File: config.mk
export PLATFORM = sky130hd
export DESIGN_NAME = led_pattern_gen
export DESIGN_NICKNAME = d
export VERILOG_FILES = /design/src/rtl/led_pkg.sv /design/src/rtl/tick_prescaler.sv /design/src/rtl/led_pattern_gen.sv
export SDC_FILE = /design/constraint.sdc
export NUM_CORES = 1
export LEC_CHECK = 0
export CAP_MARGIN = 20
export CORE_MARGIN = 5
export CORE_UTILIZATION = 45
export DETAILED_ROUTE_END_ITERATION = 7
export MAX_ROUTING_LAYER = met4
export PLACE_DENSITY = 0.63
export SLEW_MARGIN = 20
export SYNTH_ARGS = -nofsm -noshare
export SYNTH_HDL_FRONTEND = slang
export SYNTH_HIERARCHICAL = 1
export SYNTH_SLANG_ARGS = --single-unit
export TNS_END_PERCENT = 50
File: constraint.sdc
create_clock -name CLK -period 5.2 [get_ports CLK]
set_input_delay 1.56 -clock CLK [delete_from_list [all_inputs] [get_ports CLK]]
set_output_delay 1.56 -clock CLK [all_outputs]
set_load 0.01 [all_outputs]
File: src/rtl/led_pkg.sv
// Shared types and constants for the LED pattern generator.
package led_pkg;

  typedef enum logic [1:0] {
    ROTATE_L = 2'd0,
    ROTATE_R = 2'd1,
    BOUNCE   = 2'd2,
    BINARY   = 2'd3
  } led_mode_t;

  typedef enum logic {
    DIR_UP   = 1'b0,
    DIR_DOWN = 1'b1
  } led_dir_t;

  localparam int unsigned CLK_FREQ_HZ = 32'd100000000;

endpackage

File: src/rtl/tick_prescaler.sv
// Free-running step prescaler: counts 0..TICK_CYCLES-1 and strobes on the wrap edge.
module tick_prescaler
  import led_pkg::*;
#(
  parameter int unsigned TICK_CYCLES = 1
) (
  input  logic CLK,
  input  logic RST,
  input  logic clear,
  input  logic enable,
  output logic strobe
);

  localparam int unsigned CW = (TICK_CYCLES > 1) ? $clog2(TICK_CYCLES) : 1;
  localparam logic [CW-1:0] LAST = CW'(TICK_CYCLES - 1);

  logic [CW-1:0] cnt_q;
  logic [CW-1:0] cnt_d;

  // Next count: clear wins over counting, hold while disabled.
  always_comb begin
    cnt_d = cnt_q;
    if (clear) begin
      cnt_d = '0;
    end else if (enable) begin
      if (cnt_q == LAST) begin
        cnt_d = '0;
      end else begin
        cnt_d = cnt_q + CW'(1);
      end
    end else begin
      cnt_d = cnt_q;
    end
  end

  assign strobe = enable & ~clear & (cnt_q == LAST);

  // Count register.
  always_ff @(posedge CLK) begin
    if (RST) begin
      cnt_q <= '0;
    end else begin
      cnt_q <= cnt_d;
    end
  end

endmodule

File: src/rtl/led_pattern_gen.sv
// LED pattern generator: rotate left/right, bounce and binary count, one step per prescaler wrap.
module led_pattern_gen
  import led_pkg::*;
#(
  parameter int unsigned N_LED       = 8,
  parameter int unsigned TICK_CYCLES = CLK_FREQ_HZ
) (
  input  logic             CLK,
  input  logic             RST,
  input  logic [1:0]       MODE,
  input  logic             PAUSE,
  output logic [N_LED-1:0] LED,
  output logic             TICK
);

  localparam int unsigned PW = $clog2(N_LED);
  localparam logic [PW-1:0] POS_LAST = PW'(N_LED - 1);
  localparam logic [N_LED-1:0] LED_FIRST = {{(N_LED-1){1'b0}}, 1'b1};

  function automatic logic [N_LED-1:0] onehot(input logic [PW-1:0] p);
    return LED_FIRST << p;
  endfunction

  led_mode_t        mode_in;
  logic             mode_change;
  logic             step;
  led_mode_t        mode_q, mode_d;
  led_dir_t         dir_q, dir_d;
  logic [PW-1:0]    pos_q, pos_d;
  logic [N_LED-1:0] cnt_q, cnt_d;
  logic [N_LED-1:0] led_q, led_d;
  logic             tick_q, tick_d;

  assign mode_in     = led_mode_t'(MODE);
  assign mode_change = (mode_in != mode_q);

  tick_prescaler #(
    .TICK_CYCLES(TICK_CYCLES)
  ) u_prescaler (
    .CLK   (CLK),
    .RST   (RST),
    .clear (mode_change),
    .enable(~PAUSE),
    .strobe(step)
  );

  // Next pattern state: mode change beats pause, pause beats step.
  always_comb begin
    mode_d = mode_in;
    dir_d  = dir_q;
    pos_d  = pos_q;
    cnt_d  = cnt_q;
    led_d  = led_q;
    tick_d = 1'b0;
    if (mode_change) begin
      dir_d = DIR_UP;
      pos_d = '0;
      cnt_d = '0;
      led_d = (mode_in == BINARY) ? {N_LED{1'b0}} : LED_FIRST;
    end else if (PAUSE) begin
      tick_d = 1'b0;
    end else if (step) begin
      tick_d = 1'b1;
      case (mode_q)
        ROTATE_L: pos_d = (pos_q == POS_LAST) ? '0 : pos_q + PW'(1);
        ROTATE_R: pos_d = (pos_q == '0) ? POS_LAST : pos_q - PW'(1);
        BOUNCE: begin
          // Turn around at the ends so each end LED shows only once per sweep.
          if (dir_q == DIR_UP) begin
            if (pos_q == POS_LAST) begin
              dir_d = DIR_DOWN;
              pos_d = pos_q - PW'(1);
            end else begin
              pos_d = pos_q + PW'(1);
            end
          end else begin
            if (pos_q == '0) begin
              dir_d = DIR_UP;
              pos_d = PW'(1);
            end else begin
              pos_d = pos_q - PW'(1);
            end
          end
        end
        BINARY:   cnt_d = cnt_q + LED_FIRST;
        default:  pos_d = pos_q;
      endcase
      led_d = (mode_q == BINARY) ? cnt_d : onehot(pos_d);
    end else begin
      tick_d = 1'b0;
    end
  end

  // Pattern state and output registers.
  always_ff @(posedge CLK) begin
    if (RST) begin
      mode_q <= ROTATE_L;
      dir_q  <= DIR_UP;
      pos_q  <= '0;
      cnt_q  <= '0;
      led_q  <= LED_FIRST;
      tick_q <= 1'b0;
    end else begin
      mode_q <= mode_d;
      dir_q  <= dir_d;
      pos_q  <= pos_d;
      cnt_q  <= cnt_d;
      led_q  <= led_d;
      tick_q <= tick_d;
    end
  end

  assign LED  = led_q;
  assign TICK = tick_q;

endmodule

# Yosys cells after proc, flatten, opt, wreduce, memory -nomap -nowiden
# Index checks and enable logic that the tools add are counted.
# classes
n_addsub	4
eq_ne	8
n_shift	1
mux	20
bitwise	4
n_reduce_logical	8
# op_table
cell	n
two-way mux 8 bit	5
adder 27 x 1 -> 27 bit (second input constant)	1
== test 27 bit (second input constant)	1
two-way mux 27 bit	1
two-way mux 3 bit	8
one-hot mux 3 bit (3 select lines)	1
adder 8 x 1 -> 8 bit (second input constant)	1
left shift 1 x 3 -> 8 bit (first input constant)	1
== test 2 bit (second input constant)	3
two-way mux 1 bit	5
AND reduction 2 bit	2
adder 3 x 1 -> 3 bit (second input constant)	1
== test 3 bit (second input constant)	1
logical NOT 3 bit	1
AND reduction 3 bit	1
OR reduction 3 bit	1
subtractor 3 x 1 -> 3 bit (second input constant)	1
AND 1 bit	2
== test 2 x 1 -> 1 bit (second input constant)	1
logical NOT 2 bit	1
inequality test 2 x 1 -> 1 bit (second input constant)	1
inequality test 2 bit	1
inverter 1 bit	2
nonzero test 2 bit	1
OR reduction 2 bit	1
# word_totals
reg_bits	50
input_bits	5
out_inout_bits	9
wordCells	52

# Logic depth before layout (Yosys ltp)
# logic_depth
ltp_word	12
ltp_mapped	12

# Modules after synthesis
# The synthesis kept the hierarchy.
# modules_own_cells
mod	n_inst	cells_per_inst	area_each_um2	seq_area_each_um2
led_pattern_gen	1	178	1456.4	460.4
tick_prescaler	1	159	1401.3	540.5

# Worst setup path after synthesis
# OpenSTA, ideal clock, no wires.
# synth_path
path_type	input -> register
startpoint	in MODE[1]
endpoint	reg led_q[0] (netlist: LED[0])
setup_time_ps	116
t_arrival_ps	3371
required_ps	5084
slack_ps	1714
stages	10
cell_sequence	clkbuf_1 -> xor2_1 -> or2_1 -> and3b_1 -> nand2b_1 -> clkbuf_1 -> o21ai_0 -> a221oi_1 -> nand2_1 -> a31o_1
# synth_between
elab_chain_cells	6
word_cells_on_any_way	10
cone_classes	eq/ne: 3; mux: 2; bitwise: 3; reduce/logical: 2
# synth_rtl
item	line_no	text
start: declaration	led_pattern_gen.sv:10	input logic [1:0] MODE,
inequality test 2 bit	led_pattern_gen.sv:35	assign mode_change = (mode_in != mode_q);
net mode_change	led_pattern_gen.sv:25	logic mode_change;
inverter 1 bit	tick_prescaler.sv:36	assign strobe = enable & ~clear & (cnt_q == LAST);
AND 1 bit (2 in series)	tick_prescaler.sv:36	
net step	led_pattern_gen.sv:26	logic step;
nonzero test 2 bit (no source line)	n/a	
AND reduction 2 bit (no source line)	n/a	
end signal: assignment	led_pattern_gen.sv:108	led_q <= led_d;
end: declaration	led_pattern_gen.sv:31	logic [N_LED-1:0] led_q, led_d;
# The timed path passes the listed nets, and every way through them passes these cells.
# A chain may end at the register's enable or synchronous reset.

# Final worst setup path
# layout_path
startpoint	in MODE[1]
endpoint	reg led_q[1] (netlist: LED[1])
# Same word-level chain as after synthesis.

==> metrics <==
transition time at the pin with the least slew margin=0.9816 ns; Post-CTS Resized=0; portion of total power attributed to the clock network=0.390; status=finished, final reports clean; io pins=14; complex-gate fraction of the synthesized area=0.1909; post-synthesis adder-cell area fraction=0.02627; launching element type of the critical path=input pin; H-tree level count=2; final HPWL from detailed placement=approximately 4.3 mm; warning count from the yosys run=6; Die Y=~90 µm; area of the mapped netlist=2858 µm²; final instance area=about 3100 µm²; antenna viol nets, final=0; Critical-path top delay cell=clkdlybuf4s50_1; ratio of final minimum period to clock period=0.7625; XOR/XNOR share of the synthesized area=0.08581; clock tree from TritonCTS=done; final global-route overflow total=0; worst slack at placement=a little over 0.9 ns; reported leakage power=between 0.9 and 1 nW; number of DRC violations after detailed routing=0; aggregate routed wire length=roughly 6 mm; area share of and/or/nand/nor cells after synthesis=0.2929; starting density of the core=0.4553; fmax=approximately 250 MHz; post-route worst setup slack=between 1 and 1.5 ns; required time of the critical path=between 5 and 6 ns; worst clock skew on the final layout=0.008910 ns; switching power summed over all nets=around 0.16 mW; type of the worst setup path=in2reg; sink of the worst hold path=u_prescaler/cnt_q[23]; maximum ir drop on the vdd rail=between 0.00015 and 0.0002 V; endpoints failing hold=0; number of inserted filler cells in the final layout=approximately 640; arrival time reported for the critical path endpoint=between 4 and 5 ns; post-synthesis sequential element count=50; number of flops mapped to enable cells by yosys=0; Reg power frac=0.553; vias in the first global route=2322; clock-pin slew on the worst setup and hold paths=about 0.090 ns; root buffer cell=clkbuf_8; hold-fix buffer count after cts=0; sequential element share of the synthesized area=0.3503; sum of internal, switching and leakage power=between 0.7 and 0.8 mW; switching power share of the total=0.2279; cell internal power dissipation=0.5436 mW; Clock Path Buffers=2; Critical Path Source=MODE[1]; Reg2Reg Capture Point=LED[1]; placed standard-cell area=2969 µm²; CP top delay family=simple AND/OR/NAND/NOR gates; Initial DRT Pass Iterations=4; tightest slew margin relative to the limit=0.3456; Period minus WS final=slightly below 4 ns; number of maximum-capacitance constraint violations=0; top flip-flop cell by instance count after synthesis=dfxtp_1; net count of the mapped netlist=~350; worst min path class=reg2reg; weighted congestion at the end of routability-driven global placement=between 0.8 and 0.9; Placeable Area=about 6300 µm²; count of final setup violators=0; latest clock arrival within the worst-skew pair=between 0.3 and 0.4 ns; Site Rows=29; unrepaired setup endpoints after global routing=no; number of buffers inserted during clock tree synthesis=5; CTS Sinks=50; diode count=0; multiplexer share of the synthesized area=0.007005; number of nets in the final layout=350; GR Util All Layers=0.1675; pin count of the biggest net entering global routing=25; antenna violations before repair=0; wire length per cell after detailed routing=approximately 15 µm; part of the power in combinational logic=0.057; start point of the worst min-delay path=u_prescaler/cnt_q[23]; setup slack, reg-to-reg=around 2.4 ns; number of I/O port buffers=13; die footprint=~8000 µm²; CP max FO=11; buffer and inverter count on the worst path=1; dominant combinational cell family by area after synthesis=simple AND/OR/NAND/NOR gates; number of DRC markers after the initial detailed-route iteration=about 110; fraction of registers with async set/reset=0; Syn-to-layout area delta=7.749%; endpoint class of the critical path=flip-flop; aggregate negative setup slack=0 ns; layout cells sized above 1=0.07059; Slew Viols, Final=0; R2R cell count=8; width of the chip=about 90 µm; number of cells on the worst hold path=2; post-synth cell types=between 60 and 70; Setup Buffers After CTS=0; worst path cell trace=clkdlybuf4s50_1 -> xor2_1 -> or2_1 -> and3b_1 -> nor2b_1 -> nor3_2 -> a21oi_1 -> o31a_1 -> nor3_1; cells after synthesis=337; power density of the placed cells=about 230 nW/µm²; global-route wire length before repair=10.44 mm; number of vias in the routed layout=2429; biggest cell delay along the critical path=about 0.63 ns; launching point of the worst reg2reg path=mode_q[1]; synthesized area per cell=around 8.5 µm²; average via count per standard cell=roughly 5.8
==> worst register-to-register path, delay by kind of cell (launching register included) <==
family	cells	cell delay [ns]
compound gates	2	0.33
xor+xnor	1	0.20
flops	1	0.71
simple gates	5	1.47
==> registers in the layout, indices dropped and copies added (netlist names) <==
name / cells
u_prescaler/cnt_q: 27
LED: 8
cnt_q: 8
pos_q: 3
mode_q: 2
TICK: 1
dir_q: 1
==> cell usage after synthesis (2+ instances only) <==
library cell,number,area [µm²]
nand2b_1,2,12.51
buf_4,3,22.52
a21oi_2,3,26.28
and3_1,4,25.02
dfxtp_1,50,1001
nor4b_1,2,17.52
a22oi_1,2,15.01
and2_1,3,18.77
nand2_1,30,112.6
nand3_1,18,90.09
buf_2,5,25.02
xor2_1,19,166.4
nand4_4,2,42.54
a211o_1,2,17.52
nand4_1,6,37.54
o221ai_1,6,52.55
nor2_1,33,123.9
o221a_1,2,22.52
o21ai_0,10,50.05
inv_1,4,15.01
o31ai_1,7,52.55
or3_1,13,81.33
ha_1,6,75.07
xnor2_1,9,78.83
or4_1,7,52.55
o22ai_1,3,18.77
buf_6,4,45.04
a221oi_1,2,17.52
mux2i_1,2,20.02
and4_1,5,43.79
a21oi_1,29,145.1
nor3_1,6,30.03
clkbuf_1,6,22.52
nor2b_1,4,25.02
==> layout by cell type, fill, tap and decap left out, types with 4 or more instances in the layout <==
cell / Yosys / layout
dfxtp_1: 50 / 50
nor2_1: 33 / 33
nand2_1: 30 / 30
a21oi_1: 29 / 29
xor2_1: 19 / 19
nand3_1: 18 / 18
or3_1: 13 / 13
clkdlybuf4s50_1: 0 / 13
o21ai_0: 10 / 10
xnor2_1: 9 / 9
o31ai_1: 7 / 7
or4_1: 7 / 7
o221ai_1: 6 / 6
nor3_1: 6 / 6
nand4_1: 6 / 6
ha_1: 6 / 6
and4_1: 5 / 5
clkbuf_8: 0 / 5
inv_1: 4 / 4
nor2b_1: 4 / 4
and3_1: 4 / 4
==> worst max-delay path by stage <==
| stage | depth (start not counted) | to | slack, ns |
|---|---|---|---|
| 6_report | 9 | LED[1] | 1.24 |
| 5_1_grt | 9 | cnt_q[4] | 0.99 |
| 4_1_cts | 9 | LED[1] | 1.25 |
| 3_5_place_dp | 9 | LED[1] | 0.92 |
| 3_3_place_gp | 9 | LED[1] | 0.99 |
| 2_1_floorplan | 10 | LED[0] | 1.71 |
==> area by class of cell <==
| type | instances | area [µm²] | share of cell area |
|---|---|---|---|
| inverter | 5 | 18.77 | 0.006095 |
| tap | 77 | 96.34 | 0.03129 |
| clock buffer | 6 | 72.57 | 0.02357 |
| timing repair buffer | 13 | 130.1 | 0.04226 |
| clock inverter | 2 | 37.54 | 0.01219 |
| multi-input combinational | 264 | 1723 | 0.5595 |
| sequential | 50 | 1001 | 0.3251 |
==> metal layers <==
metal	global-route usage	share of wire	up-vias
met2	0.2793	0.49	37
met5	-	0	-
met4	0.04871	0.012	0
met3	0.03923	0.038	9
li1	-	-	1233
met1	0.2010	0.46	1150
==> cell families (layout without fill, tap and decap cells) <==
logic type,Yosys count,in the layout
AND/OR/NAND/NOR,149,149
buffers and inverters,23,26
adder cells (fa/ha/maj),6,6
multiplexers,2,2
flip-flops,50,50
XOR/XNOR,28,28
AO/OA/AOI/OAI,79,79
==> power by group through the flow <==
| stage | Sequential, mW | Clock [mW] | Combinational [mW] |
|---|---|---|---|
| 3_3_place_gp | 0.398 | 0 | 0.0401 |
| 4_1_cts | 0.389 | 0.284 | 0.0404 |
| 3_5_place_dp | 0.398 | 0 | 0.0403 |
| 2_1_floorplan | 0.395 | 0 | 0.0339 |
| 6_report | 0.389 | 0.275 | 0.0401 |
| 5_1_grt | 0.390 | 0.301 | 0.0446 |
==> metrics by stage <==
stage | util | cells | hold slack (ns)
4_1_cts | 0.4905 | 417 | 0.5039
6_report | 0.4905 | 417 | 0.4982
3_5_place_dp | 0.4730 | 409 | 0.4906
5_1_grt | 0.4905 | 417 | 0.5442
3_3_place_gp | 0.4730 | 409 | 0.4778
2_1_floorplan | - | 337 | 0.4577
(Power assumes the default switching activity.)
